`config.mk`:
```
export PLATFORM = sky130hd
export DESIGN_NAME = i2c_master_buffer_flat
export DESIGN_NICKNAME = d
export VERILOG_FILES = /design/src/rtl/i2c_master_buffer_if.sv /design/src/rtl/i2c_master_buffer.sv /design/src/flat_wrapper.sv
export SDC_FILE = /design/constraint.sdc
export NUM_CORES = 1
export LEC_CHECK = 0
export ABC_AREA = 1
export BUFFER_PORTS_ARGS = -buffer_cell sky130_fd_sc_hd__clkbuf_2
export CORE_UTILIZATION = 54
export DETAILED_ROUTE_END_ITERATION = 8
export PLACE_DENSITY = 0.75
export SLEW_MARGIN = 20
export SYNTH_ARGS = -nofsm -noshare
export SYNTH_HDL_FRONTEND = slang
export SYNTH_SLANG_ARGS = --single-unit
export TNS_END_PERCENT = 100
```
`constraint.sdc`:
```
create_clock -name clk -period 2.9 [get_ports clk]
set_clock_uncertainty 0.1 [all_clocks]
set_input_delay 0.29 -clock clk [delete_from_list [all_inputs] [get_ports clk]]
set_output_delay 0.29 -clock clk [all_outputs]
set_load 0.02 [all_outputs]
```
`src/rtl/i2c_master_buffer_if.sv`:
```
// Byte-level handshake between the transaction buffer and an I2C master core.
interface i2c_master_buffer_if #(
    parameter int unsigned LW = 5
) ();
    logic          m_start;
    logic          m_rnw;
    logic [LW-1:0] m_size;
    logic [6:0]    m_addr;
    logic [7:0]    m_data_o;
    logic          m_busy;
    logic          m_dataReq;
    logic          m_newData;
    logic [7:0]    m_data_i;

    modport master (
        output m_start, m_rnw, m_size, m_addr, m_data_o,
        input  m_busy, m_dataReq, m_newData, m_data_i
    );

    modport slave (
        input  m_start, m_rnw, m_size, m_addr, m_data_o,
        output m_busy, m_dataReq, m_newData, m_data_i
    );
endinterface

```
`src/rtl/i2c_master_buffer.sv`:
```
// TX/RX byte buffers plus a transaction sequencer that drives an I2C master core.
// Bytes are queued while idle, streamed to/from the core, and consumed TX bytes are compacted.
module i2c_master_buffer #(
    parameter int unsigned DEPTH   = 4,
    parameter int unsigned LW      = 5,
    parameter int unsigned TIMEOUT = 1024,
    parameter logic [6:0]  ADDR    = 7'h40
) (
    input  logic          clk,
    input  logic          rst,
    input  logic          go,
    input  logic          read_nwrite,
    input  logic [LW-1:0] len,
    input  logic          clr,
    input  logic          wr_en,
    input  logic [7:0]    wr_data,
    input  logic [LW-1:0] rd_idx,
    output logic [7:0]    rd_data,
    output logic [LW-1:0] rx_count,
    output logic [LW-1:0] tx_count,
    output logic          busy,
    output logic          done,
    output logic          err_timeout,
    output logic          err_len,
    output logic          overflow,
    i2c_master_buffer_if.master m
);

    localparam int unsigned   IW      = (DEPTH > 1) ? $clog2(DEPTH) : 1;
    localparam int unsigned   TW      = $clog2(TIMEOUT + 1);
    localparam logic [LW-1:0] DEPTH_L = LW'(DEPTH);

    typedef enum logic [2:0] {
        IDLE,
        START,
        WAIT_BUSY,
        ACTIVE,
        DONE
    } state_t;

    state_t        state_q, state_d;
    logic [7:0]    tx_buf_q [DEPTH];
    logic [7:0]    tx_buf_d [DEPTH];
    logic [7:0]    rx_buf_q [DEPTH];
    logic [7:0]    rx_buf_d [DEPTH];
    logic [LW-1:0] tx_count_q, tx_count_d;
    logic [LW-1:0] rx_count_q, rx_count_d;
    logic [LW-1:0] tx_rptr_q, tx_rptr_d;
    logic [LW-1:0] m_size_q, m_size_d;
    logic          m_rnw_q, m_rnw_d;
    logic          m_start_q, m_start_d;
    logic          done_q, done_d;
    logic          busy_q, busy_d;
    logic          err_timeout_q, err_timeout_d;
    logic          err_len_q, err_len_d;
    logic          overflow_q, overflow_d;
    logic          m_busy_q, m_busy_d;
    logic          data_req_q, data_req_d;
    logic          new_data_q, new_data_d;
    logic [TW-1:0] timer_q, timer_d;
    logic          data_req_rise;
    logic          new_data_rise;

    // Next-state, buffer and flag update logic.
    always_comb begin
        state_d       = state_q;
        tx_buf_d      = tx_buf_q;
        rx_buf_d      = rx_buf_q;
        tx_count_d    = tx_count_q;
        rx_count_d    = rx_count_q;
        tx_rptr_d     = tx_rptr_q;
        m_size_d      = m_size_q;
        m_rnw_d       = m_rnw_q;
        m_start_d     = 1'b0;
        done_d        = 1'b0;
        err_timeout_d = err_timeout_q;
        err_len_d     = err_len_q;
        overflow_d    = overflow_q;
        timer_d       = timer_q;
        m_busy_d      = m.m_busy;
        data_req_d    = m.m_dataReq;
        new_data_d    = m.m_newData;
        data_req_rise = m.m_dataReq & ~data_req_q;
        new_data_rise = m.m_newData & ~new_data_q;

        unique case (state_q)
            IDLE: begin
                if (clr) begin
                    tx_count_d    = '0;
                    rx_count_d    = '0;
                    tx_rptr_d     = '0;
                    err_timeout_d = 1'b0;
                    err_len_d     = 1'b0;
                    overflow_d    = 1'b0;
                    for (int i = 0; i < int'(DEPTH); i++) begin
                        tx_buf_d[IW'(i)] = '0;
                        rx_buf_d[IW'(i)] = '0;
                    end
                end else begin
                    // The push lands first so a same-cycle go sees the new count.
                    if (wr_en) begin
                        if (tx_count_q == DEPTH_L) begin
                            overflow_d = 1'b1;
                        end else begin
                            tx_buf_d[IW'(tx_count_q)] = wr_data;
                            tx_count_d                = tx_count_q + LW'(1);
                        end
                    end
                    if (go) begin
                        if (len == '0 || len > DEPTH_L || (!read_nwrite && len > tx_count_d)) begin
                            err_len_d = 1'b1;
                        end else begin
                            m_rnw_d   = read_nwrite;
                            m_size_d  = len;
                            tx_rptr_d = '0;
                            if (read_nwrite) begin
                                rx_count_d = '0;
                            end
                            m_start_d = 1'b1;
                            state_d   = START;
                        end
                    end
                end
            end
            START: begin
                timer_d = '0;
                state_d = WAIT_BUSY;
            end
            WAIT_BUSY: begin
                if (m.m_busy) begin
                    state_d = ACTIVE;
                end else if (timer_q == TW'(TIMEOUT - 1)) begin
                    err_timeout_d = 1'b1;
                    state_d       = IDLE;
                end else begin
                    timer_d = timer_q + TW'(1);
                end
            end
            ACTIVE: begin
                if (!m_rnw_q) begin
                    if (data_req_rise && tx_rptr_q < m_size_q) begin
                        tx_rptr_d = tx_rptr_q + LW'(1);
                    end
                end else if (new_data_rise) begin
                    if (rx_count_q == DEPTH_L) begin
                        overflow_d = 1'b1;
                    end else begin
                        rx_buf_d[IW'(rx_count_q)] = m.m_data_i;
                        rx_count_d                = rx_count_q + LW'(1);
                    end
                end
                if (!m_busy_q) begin
                    done_d  = 1'b1;
                    state_d = DONE;
                end
            end
            DONE: begin
                // Drop the bytes the core consumed and slide the rest down to index 0.
                if (!m_rnw_q) begin
                    for (int i = 0; i < int'(DEPTH); i++) begin
                        if (i + int'(tx_rptr_q) < int'(DEPTH)) begin
                            tx_buf_d[IW'(i)] = tx_buf_q[IW'(i + int'(tx_rptr_q))];
                        end else begin
                            tx_buf_d[IW'(i)] = '0;
                        end
                    end
                    tx_count_d = tx_count_q - tx_rptr_q;
                    tx_rptr_d  = '0;
                end
                state_d = IDLE;
            end
            default: state_d = IDLE;
        endcase

        busy_d = (state_d != IDLE);
    end

    // State and output registers.
    always_ff @(posedge clk or posedge rst) begin
        if (rst) begin
            state_q       <= IDLE;
            tx_count_q    <= '0;
            rx_count_q    <= '0;
            tx_rptr_q     <= '0;
            m_size_q      <= '0;
            m_rnw_q       <= 1'b0;
            m_start_q     <= 1'b0;
            done_q        <= 1'b0;
            busy_q        <= 1'b0;
            err_timeout_q <= 1'b0;
            err_len_q     <= 1'b0;
            overflow_q    <= 1'b0;
            m_busy_q      <= 1'b0;
            data_req_q    <= 1'b0;
            new_data_q    <= 1'b0;
            timer_q       <= '0;
            for (int i = 0; i < int'(DEPTH); i++) begin
                tx_buf_q[IW'(i)] <= '0;
                rx_buf_q[IW'(i)] <= '0;
            end
        end else begin
            state_q       <= state_d;
            tx_buf_q      <= tx_buf_d;
            rx_buf_q      <= rx_buf_d;
            tx_count_q    <= tx_count_d;
            rx_count_q    <= rx_count_d;
            tx_rptr_q     <= tx_rptr_d;
            m_size_q      <= m_size_d;
            m_rnw_q       <= m_rnw_d;
            m_start_q     <= m_start_d;
            done_q        <= done_d;
            busy_q        <= busy_d;
            err_timeout_q <= err_timeout_d;
            err_len_q     <= err_len_d;
            overflow_q    <= overflow_d;
            m_busy_q      <= m_busy_d;
            data_req_q    <= data_req_d;
            new_data_q    <= new_data_d;
            timer_q       <= timer_d;
        end
    end

    assign rd_data     = (rd_idx < DEPTH_L) ? rx_buf_q[IW'(rd_idx)] : 8'h00;
    assign rx_count    = rx_count_q;
    assign tx_count    = tx_count_q;
    assign busy        = busy_q;
    assign done        = done_q;
    assign err_timeout = err_timeout_q;
    assign err_len     = err_len_q;
    assign overflow    = overflow_q;

    assign m.m_start   = m_start_q;
    assign m.m_rnw     = m_rnw_q;
    assign m.m_size    = m_size_q;
    assign m.m_addr    = ADDR;
    assign m.m_data_o  = (tx_rptr_q < DEPTH_L) ? tx_buf_q[IW'(tx_rptr_q)] : 8'h00;

endmodule
```
`src/flat_wrapper.sv`:
```
// flat-port wrapper written by rule: the top's interface ports become plain ports
module i2c_master_buffer_flat 
#(
    parameter int unsigned DEPTH   = 4,
    parameter int unsigned LW      = 5,
    parameter int unsigned TIMEOUT = 1024,
    parameter logic [6:0]  ADDR    = 7'h40
)
  (clk, rst, go, read_nwrite, len, clr, wr_en, wr_data, rd_idx, rd_data, rx_count, tx_count, busy, done, err_timeout, err_len, overflow, m_m_start, m_m_rnw, m_m_size, m_m_addr, m_m_data_o, m_m_busy, m_m_dataReq, m_m_newData, m_m_data_i);
  i2c_master_buffer_if #(.LW(LW)) m_i ();
  input  logic clk;
  input  logic rst;
  input  logic go;
  input  logic read_nwrite;
  input  logic [LW-1:0] len;
  input  logic clr;
  input  logic wr_en;
  input  logic [7:0] wr_data;
  input  logic [LW-1:0] rd_idx;
  output logic [7:0] rd_data;
  output logic [LW-1:0] rx_count;
  output logic [LW-1:0] tx_count;
  output logic busy;
  output logic done;
  output logic err_timeout;
  output logic err_len;
  output logic overflow;
  output wire logic [$bits(m_i.m_start)-1:0] m_m_start;
  output wire logic [$bits(m_i.m_rnw)-1:0] m_m_rnw;
  output wire logic [$bits(m_i.m_size)-1:0] m_m_size;
  output wire logic [$bits(m_i.m_addr)-1:0] m_m_addr;
  output wire logic [$bits(m_i.m_data_o)-1:0] m_m_data_o;
  input wire logic [$bits(m_i.m_busy)-1:0] m_m_busy;
  input wire logic [$bits(m_i.m_dataReq)-1:0] m_m_dataReq;
  input wire logic [$bits(m_i.m_newData)-1:0] m_m_newData;
  input wire logic [$bits(m_i.m_data_i)-1:0] m_m_data_i;
  assign m_m_start = m_i.m_start;
  assign m_m_rnw = m_i.m_rnw;
  assign m_m_size = m_i.m_size;
  assign m_m_addr = m_i.m_addr;
  assign m_m_data_o = m_i.m_data_o;
  assign m_i.m_busy = m_m_busy;
  assign m_i.m_dataReq = m_m_dataReq;
  assign m_i.m_newData = m_m_newData;
  assign m_i.m_data_i = m_m_data_i;
  i2c_master_buffer #(.DEPTH(DEPTH), .LW(LW), .TIMEOUT(TIMEOUT), .ADDR(ADDR)) u_core (.clk(clk), .rst(rst), .go(go), .read_nwrite(read_nwrite), .len(len), .clr(clr), .wr_en(wr_en), .wr_data(wr_data), .rd_idx(rd_idx), .rd_data(rd_data), .rx_count(rx_count), .tx_count(tx_count), .busy(busy), .done(done), .err_timeout(err_timeout), .err_len(err_len), .overflow(overflow), .m(m_i));
endmodule
```
==> results.cfg, run 1 <==
[critical_path]
critical-path-slowest-cell = dfrtp_1
timing.rr.start = u_core.tx_count[1]
critical_path_arrival_ns = 2.79
worstRegToRegCells = 17
crit_family = simple AND/OR/NAND/NOR gates
cpPeakStageDelay_ns = 0.38
path_buf_inv = 3
worst-path-max-fanout = 9
cp-start-kind = flop
critPathMostFrequentCell = nand2_1
critical_path_class = reg -> reg
required_ns = 3.04
reg2reg_to = u_core.tx_rptr_q[1]
cp-end-kind = flop
rrSetupSlack_ns = 0.26
crit_chain = inv_1 > ha_4 > nand2_1 > inv_1 > nand3_1 > nand2_1 > inv_1 > ha_1 > nand2_1 > nor2_1 > a21oi_1 > nand2_1 > nand3_2 > nand2_4 > nand2_1 > nand2_1 > nand2_1

[placed_design]
gp_congestion = 0.889
dp_hpwl_um = 10600
port_buffers = 72

[detailed_routing]
vias_per_cell = 5.45
wirelength_um = 14900
drt_pass1_iterations = 5
wl_per_cell_um = 14.8
vias = 5495
ant_nets = 0
dr.first_iter.drc_count = 373
drc = 0

[clocking]
clk_latency_ns = 0.36
cts-htree-levels = 3
cts_buffer_depth = 2
root_buffer = clkbuf_16
numCtsBuffers = 9
cts.sinks = 108
clkTransAtPathRegs_ns = 0.07
cts_tree = done

[die]
ios = 80
die_area_um2 = 12000
coreArea_um2 = 11100
die_y_um = 110
num_rows = 38
die_w_um = 110
start_util_pct = 56.4

[layout]
area_growth_pct = 14.7
antenna_cells = 0
layout-drive-gt1-share_pct = 17.3
fill_cells = 968
nNetsFinal = 923

[synthesis]
synth-seq-area-share_pct = 45.8
yosys.area.top_type = dfrtp_1
ys_warn_count = 0
synth_edf_count = 32
netlist_top_cells_count = 204 x nand2_1, 103 x nor2_1, 76 x dfrtp_1
synthTopCellsByArea = dfrtp_1 30%, edfxtp_1 15%, nand2_1 12%
synthArstFlopShare_pct = 70.4
synth.cell_area_um2 = 6250
avgSynthCellArea_um2 = 8.01
synth_cell_types = 48
synth_most_common_cell = nand2_1
post-synth-top-area-fraction_pct = 30.4
synth.ff_latch_count = 108
ys.flop_type = dfrtp_1
syn_inst = 780

[timing]
slew_headroom_pct = 60.0
hold_violations = 0
rsz0062_at_grt = no
slew_viol_final = 0
clock.fmax_mhz = 378
layout_min_cycle_time_ns = 2.64
period_share_pct = 91.2
setup_tns_ns = 0
setup_viol = 0
worst_pin_slew_ns = 0.597
timing.hold.ws_ns = 0.0440

[power]
power_density_nw_per_um2 = 849
ir_drop_mv = 0.595
power_leakage_uw = 0.00349

[worst_hold_path]
worstHoldEndpoint = u_core.tx_buf_q[9]
worstHoldPathType = in -> reg
hold_depth = 1
min_from = wr_data[1]

[status]
status = complete, no violations

[global_route]
grt_max_degree = 65
grt.overflow.total = 0
antenna_found_initial = 0
grt_pass1_vias = 5241
grt_usage_pct = 26.5
grt_pass1_wl_um = 24500

[run]
maxCapViolations = 0
registers in the layout, summed over array words and instances, names as in the netlist, 3 cells and up:
signal and cells:
u_core.m.m_size 5, u_core.rx_buf_q 32, u_core.rx_count 5, u_core.state_q 3, u_core.timer_q 11, u_core.tx_buf_q 32, u_core.tx_count 5, u_core.tx_rptr_q 5
cells in the final DEF, fill, tap and decap left out, types with 5 or more instances in the layout:
cell,count
nand2_1,203
inv_1,73
o21ai_0,70
clkbuf_16,10
buf_4,13
nand2_2,7
nor2_1,103
edfxtp_1,32
o22ai_1,8
a21oi_1,36
o21ai_1,5
nand4_1,5
ha_1,23
xor2_1,13
inv_2,6
dfrtp_1,76
nand3_1,42
conb_1,7
clkbuf_2,72
o21ai_2,13
cells by family (layout without fill, tap and decap cells):
logic type,Yosys count,count (layout),share of synthesized area [%]
xor+xnor,15,15,2.10
buf+inv,104,187,7.09
fa+ha+maj,25,25,5.13
other cells,2,7,0.120
simple gates,384,384,26.5
compound gates,142,142,13.3
flops,108,108,45.8
worst max-delay path by stage:
| stage | depth (start not counted) | to | slack [ns] | from |
|---|---|---|---|---|
| 6_report | 17 | u_core.tx_rptr_q[1] | 0.26 | u_core.tx_count[1] |
| 5_1_grt | 18 | u_core.tx_rptr_q[1] | 0.03 | u_core.tx_count[1] |
| 4_1_cts | 17 | u_core.tx_rptr_q[0] | 0.04 | u_core.tx_count[0] |
| 3_5_place_dp | 17 | u_core.tx_rptr_q[0] | -0.004 | u_core.tx_count[0] |
| 3_3_place_gp | 17 | u_core.tx_rptr_q[1] | 0.14 | u_core.tx_count[0] |
| 2_1_floorplan | 7 | u_core.tx_buf_q[10] | 0.10 | u_core.tx_count[1] |
power by group:
part           internal (µW)  switching [µW]
combinational            871            1880
sequential              1790             222
clock                    729             588
final cells by class:
type,count,area (µm²),share of cell area (%)
clock buffer,10,250,3.49
clock inverter,6,67.6,0.943
inverter,81,304,4.24
multi-input combinational,573,2990,41.7
sequential,108,2860,40.0
tap,140,175,2.44
timing repair buffer,90,518,7.23
metal layers:
layer	routed length, µm	vias to the layer above	track usage (%)	share of wire (%)
met3	772	22	3.44	5.2
met1	6640	2591	35.6	45
met2	7230	185	44.0	48
met5	0	-	0	0
li1	-	2697	-	-
met4	282	0	9.81	1.9
timing repair:
item                                    in CTS  in global routing
endpoints found under the setup margin       9                 14
gates resized for setup                      1                  5
pin swaps                                    0                  1
hold endpoints to repair                    15                  0
cloned                                       0                  0
hold buffers                                 4                  0
buffers inserted                             0                  3
stage by stage:
step / instances / instance area [µm²] / util, % / total power, µW / worst slack, ns
after global routing: 1008 / 7170 / 64.7 / 6500 / 0.0290
after detailed placement: 985 / 6760 / 61.0 / 4700 / -0.00363
after floorplan: 785 / 6270 / - / 3990 / 0.103
final: 1008 / 7170 / 64.7 / 6080 / 0.256
after global placement: 985 / 6760 / 61.0 / 4600 / 0.139
after CTS: 1005 / 7120 / 64.3 / 6020 / 0.0390
(Power assumes the default switching activity.)
==> inputs of run 2 (changes only) <==
--- a/config.mk
+++ b/config.mk
@@ -7,9 +7,9 @@
 export LEC_CHECK = 0
 export ABC_AREA = 1
 export BUFFER_PORTS_ARGS = -buffer_cell sky130_fd_sc_hd__clkbuf_2
-export CORE_UTILIZATION = 54
+export CORE_UTILIZATION = 50
 export DETAILED_ROUTE_END_ITERATION = 8
-export PLACE_DENSITY = 0.75
+export PLACE_DENSITY = 0.7
 export SLEW_MARGIN = 20
 export SYNTH_ARGS = -nofsm -noshare
 export SYNTH_HDL_FRONTEND = slang
==> constraint.sdc (replaced) <==
create_clock -name clk -period 2.9 [get_ports clk]
set_clock_uncertainty 0.1 [all_clocks]
set_input_delay 0.29 -clock clk [delete_from_list [all_inputs] [get_ports clk]]
set_output_delay 0.29 -clock clk [all_outputs]
set_load 0.005 [all_outputs]
==> results.cfg, run 2 (synthesis results as in run 1) <==
[power]
ir_drop_mv = 0.466
p_sw_uw = 2450
clkPwrFrac_pct = 21.0
swShare_pct = 42.6
pwr-share-comb_pct = 44.0
intPower_uw = 3290
seq_power_share_pct = 35.0
power_leakage_uw = 0.00348
power_density_nw_per_um2 = 799
total_power_uw = 5740

[clocking]
numCtsBuffers = 9
root_buffer = clkbuf_16
clkTransAtPathRegs_ns = 0.08
cts_buffer_depth = 2
cts_tree = done
cts.sinks = 108
cts-htree-levels = 3
clk_latency_ns = 0.36

[die]
num_rows = 40
ios = 80
die_area_um2 = 13000
coreArea_um2 = 12100
die_w_um = 114
start_util_pct = 51.6
die_y_um = 114

[run]
maxCapViolations = 0

[layout]
antenna_cells = 0
nNetsFinal = 924
top_regs = u_core.rx_buf_q: 32 flops, u_core.tx_buf_q: 32 flops, u_core.timer_q: 11 flops
final_cell_mix = 203 x nand2_1, 102 x nor2_1, 76 x dfrtp_1
layout_commonest_cell = nand2_1
area_growth_pct = 14.9
layout-drive-gt1-share_pct = 17.4

[placed_design]
gp_congestion = 0.860
port_buffers = 72
dp_slack_ns = 0.0950
dp_hpwl_um = 10800

[critical_path]
critical_path_class = reg -> reg
crit_chain = inv_1 > ha_2 > nand2_1 > inv_1 > nand3_1 > nand2_1 > inv_1 > ha_1 > nand2_1 > nor2_2 > a21oi_1 > nand2_1 > nand3_1 > nand2_4 > nand2_1 > nand2_1 > nand2_1
required_ns = 3.04
worstRegToRegCells = 17
timing.rr.start = u_core.tx_count[0]
rrSetupSlack_ns = 0.29
worst-path-max-fanout = 9
cp-end-kind = flop
critical_path_arrival_ns = 2.76
cpPeakStageDelay_ns = 0.44
critPathMostFrequentCell = nand2_1
cp-start-kind = flop
path_buf_inv = 3
reg2reg_to = u_core.tx_rptr_q[1]
crit_family = simple AND/OR/NAND/NOR gates
critical-path-slowest-cell = dfrtp_1

[timing]
slew_headroom_pct = 56.2
setup_tns_ns = 0
clock.fmax_mhz = 383
setup_ws_ns = 0.287
timing.hold.ws_ns = 0.0135
rsz0062_at_grt = no
layout_min_cycle_time_ns = 2.61
hold_violations = 0
setup_viol = 0
period_share_pct = 90.1
slew_viol_final = 0
worst_pin_slew_ns = 0.657

[worst_hold_path]
worstHoldPathType = in -> async

[global_route]
grt_pass1_wl_um = 25100
grt_usage_pct = 24.8
grt_max_degree = 33
grt_pass1_vias = 5324
antenna_found_initial = 0
grt.overflow.total = 0

[detailed_routing]
vias = 5427
vias_per_cell = 5.23
drt_pass1_iterations = 5
wirelength_um = 14900
dr.first_iter.drc_count = 469
drc = 0
wl_per_cell_um = 14.4
ant_nets = 0

[status]
status = complete, no violations
## run 2: what timing repair did
| item | in CTS | in global routing |
|---|---|---|
| gates resized for setup | 0 | 5 |
| buffers inserted | 0 | 2 |
| endpoints found under the setup margin | 0 | 12 |
| hold buffers | 3 | 0 |
| endpoints found under the hold margin | 3 | 0 |
## run 2: layout make-up
type / instances / area (µm²)
timing repair buffer: 91 / 536
clock inverter: 5 / 43.8
fill: 1157 / 4930
multi-input combinational: 573 / 2980
inverter: 81 / 304
sequential: 108 / 2860
clock buffer: 11 / 243
tap: 168 / 210
## run 2: power by group through the flow
stage / Combinational, µW / Clock, µW / Sequential, µW
floorplan: 1760 / 0 / 1990
global route: 2850 / 1290 / 2040
CTS: 2490 / 1240 / 2000
global placement: 2410 / 0 / 2030
finish: 2520 / 1210 / 2010
detailed placement: 2470 / 0 / 2040
## run 2: per-layer routing
layer | GRT usage (%) | wire length (µm) | vias to the layer above
li1 | - | - | 2706
met1 | 31.1 | 6640 | 2528
met2 | 41.9 | 7210 | 171
met3 | 5.47 | 820 | 22
met4 | 9.44 | 264 | 0
met5 | 0 | 0 | -
## run 2: worst max-delay path by stage
stage / startpoint / to / slack (ns) / cells after the start
finish: u_core.tx_count[0] / u_core.tx_rptr_q[1] / 0.29 / 17
global route: u_core.tx_count[0] / u_core.tx_rptr_q[1] / 0.009 / 18
CTS: u_core.tx_count[1] / u_core.tx_rptr_q[1] / 0.08 / 17
detailed placement: u_core.tx_count[1] / u_core.tx_rptr_q[3] / 0.1 / 17
global placement: u_core.tx_count[1] / u_core.tx_rptr_q[1] / 0.21 / 17
floorplan: u_core.tx_count[1] / u_core.tx_buf_q[10] / 0.24 / 7
## run 2: stage by stage
| stage | util (%) | cells | cell area, µm² |
|---|---|---|---|
| after floorplan | - | 785 | 6270 |
| after global placement | 56.3 | 1016 | 6820 |
| after detailed placement | 56.3 | 1016 | 6820 |
| after CTS | 59.0 | 1035 | 7140 |
| after global routing | 59.3 | 1037 | 7180 |
| final | 59.3 | 1037 | 7180 |
